===== src/rtl/nand2fpga_pkg.sv =====
// Shared constants for the 4-way 16-bit write-side demux.
// Channel indices and the default word width used by every file.
package nand2fpga_pkg;

    localparam int WORD_W = 16;
    localparam int NUM_CH = 4;

    localparam int CH_A = 0;
    localparam int CH_B = 1;
    localparam int CH_C = 2;
    localparam int CH_D = 3;

endpackage


===== src/rtl/dmux4way16_buf_if.sv =====
// Producer/consumer bundle for dmux4way16_buf.
// Ports: in, sel, in_valid, in_ready (producer side);
//        a, b, c, d, out_valid, out_ready (four consumer channels).
interface dmux4way16_buf_if
    import nand2fpga_pkg::*;
#(
    parameter int WIDTH = WORD_W
);

    logic [WIDTH-1:0] in;
    logic [1:0]       sel;
    logic             in_valid;
    logic             in_ready;
    logic [WIDTH-1:0] a;
    logic [WIDTH-1:0] b;
    logic [WIDTH-1:0] c;
    logic [WIDTH-1:0] d;
    logic [3:0]       out_valid;
    logic [3:0]       out_ready;

    // The block itself.
    modport slave (
        input  in, sel, in_valid, out_ready,
        output in_ready, a, b, c, d, out_valid
    );

    // Producer plus the four consumers.
    modport master (
        output in, sel, in_valid, out_ready,
        input  in_ready, a, b, c, d, out_valid
    );

endinterface


===== src/rtl/hold_reg16.sv =====
// One-entry valid/ready buffer for a single demux channel.
// Ports: clk, reset, load, data_in, ready_in, data_out, valid_out.
module hold_reg16
    import nand2fpga_pkg::*;
#(
    parameter int WIDTH = WORD_W
) (
    input  logic             clk,
    input  logic             reset,
    input  logic             load,
    input  logic [WIDTH-1:0] data_in,
    input  logic             ready_in,
    output logic [WIDTH-1:0] data_out,
    output logic             valid_out
);

    // A load wins over a drain so a refill in the drain cycle
    // keeps the channel valid with no bubble. Data is not zeroed
    // on drain; consumers qualify it with valid_out.
    always_ff @(posedge clk) begin
        if (reset) begin
            data_out  <= '0;
            valid_out <= 1'b0;
        end else if (load) begin
            data_out  <= data_in;
            valid_out <= 1'b1;
        end else if (ready_in) begin
            valid_out <= 1'b0;
        end
    end

endmodule


===== src/rtl/dmux4way16_buf.sv =====
// Routes one input word to one of four buffered output channels.
// Ports: clk, reset, bus (slave: in/sel/in_valid/in_ready, a..d/out_valid/out_ready).
module dmux4way16_buf
    import nand2fpga_pkg::*;
#(
    parameter int WIDTH = WORD_W
) (
    input  logic             clk,
    input  logic             reset,
    dmux4way16_buf_if.slave  bus
);

    logic [WIDTH-1:0] data [NUM_CH];
    logic [3:0]       valid;
    logic [3:0]       load;
    logic             accept;

    // Readiness looks only at the selected channel, so a full
    // channel elsewhere never stalls the producer.
    assign bus.in_ready = ~valid[bus.sel] | bus.out_ready[bus.sel];
    assign accept       = bus.in_valid & bus.in_ready;

    for (genvar i = 0; i < NUM_CH; i++) begin : g_ch
        assign load[i] = accept & (bus.sel == 2'(i));

        hold_reg16 #(
            .WIDTH (WIDTH)
        ) u_reg (
            .clk       (clk),
            .reset     (reset),
            .load      (load[i]),
            .data_in   (bus.in),
            .ready_in  (bus.out_ready[i]),
            .data_out  (data[i]),
            .valid_out (valid[i])
        );
    end

    assign bus.a         = data[CH_A];
    assign bus.b         = data[CH_B];
    assign bus.c         = data[CH_C];
    assign bus.d         = data[CH_D];
    assign bus.out_valid = valid;

endmodule

===== src/flat_wrapper.sv =====
// flat-port wrapper written by rule: the top's interface ports become plain ports
module dmux4way16_buf_flat import nand2fpga_pkg::*;
#(
    parameter int WIDTH = WORD_W
)
  (clk, reset, bus_in, bus_sel, bus_in_valid, bus_out_ready, bus_in_ready, bus_a, bus_b, bus_c, bus_d, bus_out_valid);
  dmux4way16_buf_if #(.WIDTH(WIDTH)) bus_i ();
  input  logic clk;
  input  logic reset;
  input wire logic [$bits(bus_i.in)-1:0] bus_in;
  input wire logic [$bits(bus_i.sel)-1:0] bus_sel;
  input wire logic [$bits(bus_i.in_valid)-1:0] bus_in_valid;
  input wire logic [$bits(bus_i.out_ready)-1:0] bus_out_ready;
  output wire logic [$bits(bus_i.in_ready)-1:0] bus_in_ready;
  output wire logic [$bits(bus_i.a)-1:0] bus_a;
  output wire logic [$bits(bus_i.b)-1:0] bus_b;
  output wire logic [$bits(bus_i.c)-1:0] bus_c;
  output wire logic [$bits(bus_i.d)-1:0] bus_d;
  output wire logic [$bits(bus_i.out_valid)-1:0] bus_out_valid;
  assign bus_i.in = bus_in;
  assign bus_i.sel = bus_sel;
  assign bus_i.in_valid = bus_in_valid;
  assign bus_i.out_ready = bus_out_ready;
  assign bus_in_ready = bus_i.in_ready;
  assign bus_a = bus_i.a;
  assign bus_b = bus_i.b;
  assign bus_c = bus_i.c;
  assign bus_d = bus_i.d;
  assign bus_out_valid = bus_i.out_valid;
  dmux4way16_buf #(.WIDTH(WIDTH)) u_core (.clk(clk), .reset(reset), .bus(bus_i));
endmodule

===== config.mk =====
export PLATFORM = sky130hd
export DESIGN_NAME = dmux4way16_buf_flat
export DESIGN_NICKNAME = d
export VERILOG_FILES = /design/src/rtl/nand2fpga_pkg.sv /design/src/rtl/dmux4way16_buf_if.sv /design/src/rtl/hold_reg16.sv /design/src/rtl/dmux4way16_buf.sv /design/src/flat_wrapper.sv
export SDC_FILE = /design/constraint.sdc
export NUM_CORES = 1
export LEC_CHECK = 0
export CAP_MARGIN = 5
export CORE_AREA = 2 2 82 84
export CTS_CLUSTER_SIZE = 8
export DETAILED_ROUTE_END_ITERATION = 10
export DIE_AREA = 0 0 84 86
export GPL_TIMING_DRIVEN = 0
export PLACE_DENSITY = 0.78
export SYNTH_ARGS = -nofsm -noshare
export SYNTH_HDL_FRONTEND = slang
export SYNTH_SLANG_ARGS = --single-unit

===== constraint.sdc =====
create_clock -name clk -period 2.55 [get_ports clk]
set_input_delay 0.51 -clock clk [delete_from_list [all_inputs] [get_ports clk]]
set_output_delay 0.51 -clock clk [all_outputs]
set_load 0.01 [all_outputs]

==> results.cfg <==
[synthesis]
syn_area_per_cell_um2 = 11.1
yosysTopAreaCellShare_pct = 48.9
synth_cells = 250
async_flop_share_pct = 0
syn_nets = 275
synth_common_cells = nand2b_1, dfxtp_1, mux2i_1
ys.flop_type = dfxtp_1
synth.most_common_cell = nand2b_1
ys_seq_area_share_pct = 48.9
synthTopCellsByArea = dfxtp_1, mux2i_1, nand2b_1, buf_4, clkbuf_1
synth_area_leader_cell = dfxtp_1
yosys_warnings = 0
synth_seq_cells = 68
netlist_area_um2 = 2780
synth_cell_types = 16
synth-edff-count = 0

[setup_path]
crit_required_ns = 2.04
ff2ff_setup_slack_ns = 1.17
critPathSlowestCell = mux4_2
cp.arrival_ns = 1.89
path_max_fanout = 4
rr_endpoint = u_core.g_ch[0].u_reg.data_out[7]
r2r_start = u_core.g_ch[0].u_reg.valid_out
crit_chain = clkdlybuf4s50_1 -> nand2b_1 -> mux4_2 -> dlygate4sd2_1
critical_path_class = input pin to output port
crit_path_end_kind = output port
r2r_cells = 4
start_kind = input pin
slowest_delay_ns = 0.48

[clocking]
cts_buffer_depth = 2
holdBufCountCts = 0
cts.sinks = 68
clk_pin_slew_ns = 0.07
cts_tree = done
clk-insertion-delay-late_ns = 0.35
cts-root-buf = clkbuf_8
numCtsBuffers = 9
htreeDepth = 3

[sta]
slew-limit-headroom_pct = 66.7
tightest_slew_ns = 0.500
min_period_ns = 2.40
hold_viol_final = 0
max_freq_ghz = 0.416
period_share_pct = 94.2
hold_ws_ns = 0.476
slew_violations = 0
finalSetupViolCount = 0
rsz0062_at_grt = false
fin_skew_ns = 0.00795

[placement]
place_inst = 418
dpl_cell_area_um2 = 3790
hpwlAfterDp_mm = 4.79
io_buffers = 91
gp_congestion = 0.760

[pwr]
power.switching_mw = 0.541
combPwrFrac_pct = 11.5
seqPwrFrac_pct = 46.1
p_leak_nw = 1.71
switching_share_pct = 22.3
clock_power_share_pct = 42.4
p_int_mw = 1.89
power_mw = 2.43
peakVddDrop_mv = 0.358
power.density_nw_per_um2 = 604

[detailed_routing]
via_count = 2118
drtIter0Drc = 70
routedWlPerCell_um = 15.8
route.detailed.drc = 0
antenna_left = 0
first_pass_iters = 4
vias_per_cell = 4.88
wirelength_mm = 6.86

[flow_run]
maxCapViolCount = 0

[global_route]
antenna_found_initial = 0
grt.overflow.total = 0
grt_usage_pct = 20.0
grt_max_degree = 12
grt_pass1_vias = 2168
grt_pass1_wl_mm = 11.0

[finish]
final-instance-count-excl-fill = 434
antennaDiodeCount = 0
fillers = 523
drive_gt1_share_pct = 9.24
fin_area_um2 = 4020
nets = 377
syn_to_final_growth_pct = 44.6
seqCellArea_um2 = 1360
multiInputGateArea_um2 = 1290

[floorplanning]
num_rows = 29
die_h_um = 86
pin_count = 94
die-area_um2 = 7220
initial_core_util_pct = 44.3
die_w_um = 84
coreArea_um2 = 6280

[min_path]
hp-class = flip-flop to flip-flop
holdPathEnd = u_core.g_ch[1].u_reg.data_out[4]
hold_path_depth = 2
hold_start = u_core.g_ch[1].u_reg.data_out[4]

[outcome]
status = complete, no violations
cell usage in the layout (no fill, tap or decap), types with 2 or more instances in the layout:
cell and instances:
mux2i_1 64, clkinv_2 2, buf_2 3, dfxtp_1 68
bufinv_16 2, buf_6 3, clkbuf_1 9, a21oi_1 4
nand4b_1 2, clkdlybuf4s50_1 90, nand2b_1 84, buf_4 6
clkbuf_8 12
flip-flops by register name, indices dropped and copies added (netlist names):
name                         flops
u_core.g_ch.u_reg.valid_out      4
u_core.g_ch.u_reg.data_out      64
per-layer routing:
metal  GRT usage, %  part of all wire (%)
met3           5.58                   6.2
met2           32.1                    46
met4           9.38                   2.1
met1           25.1                    45
met5              0                     0
worst max path at each step:
| stage | from | end | slack [ns] | depth (start not counted) |
|---|---|---|---|---|
| floorplan | bus_sel[0] | bus_in_ready | 0.83 | 2 |
| global placement | bus_out_ready[3] | bus_in_ready | -0.05 | 4 |
| detailed placement | bus_out_ready[3] | bus_in_ready | -0.05 | 4 |
| CTS | bus_out_ready[3] | bus_in_ready | 0.13 | 4 |
| global route | bus_out_ready[3] | bus_in_ready | 0.09 | 4 |
| finish | bus_out_ready[3] | bus_in_ready | 0.15 | 4 |
cell families after synthesis:
kind of cell	synth area share (%)
DFF	48.9
AOI/OAI and AO/OA	0.719
buffers and inverters	4.59
muxes	23.8
and+or+nand+nor	21.9
area by class of cell:
| cell class | count | area share, % |
|---|---|---|
| sequential | 68 | 33.8 |
| multi-input combinational | 161 | 32.2 |
| timing repair buffer | 91 | 22.6 |
| clock buffer | 12 | 4.10 |
| buffer | 21 | 3.17 |
| tap | 77 | 2.39 |
| clock inverter | 4 | 1.74 |
power by group through the flow:
stage / Combinational [mW] / Sequential (mW) / Clock (mW)
after floorplan: 0.121 / 1.16 / 0
after global placement: 0.277 / 1.14 / 0
after detailed placement: 0.279 / 1.14 / 0
after CTS: 0.282 / 1.12 / 1.05
after global routing: 0.299 / 1.12 / 1.08
final: 0.279 / 1.12 / 1.03
stage by stage:
step | setup WS, ns | utilization, % | setup TNS (ns)
2_1_floorplan | 0.826 | - | 0
3_3_place_gp | -0.0523 | 60.4 | -0.0523
3_5_place_dp | -0.0474 | 60.4 | -0.0474
4_1_cts | 0.135 | 64.1 | 0
5_1_grt | 0.0939 | 64.1 | 0
6_report | 0.147 | 64.1 | 0
worst max-delay path: cells and delay by family:
kind                   cells  cell delay, ns
buffers and inverters      2            0.69
multiplexers               1            0.48
AND/OR/NAND/NOR            1            0.21
timing repair:
item                       CTS  global route
hold endpoints to repair     0             0
resized for setup            1             0
setup buffers                0             0
setup endpoints to repair    1             0
Note: power is estimated with default switching activity, not from simulation.
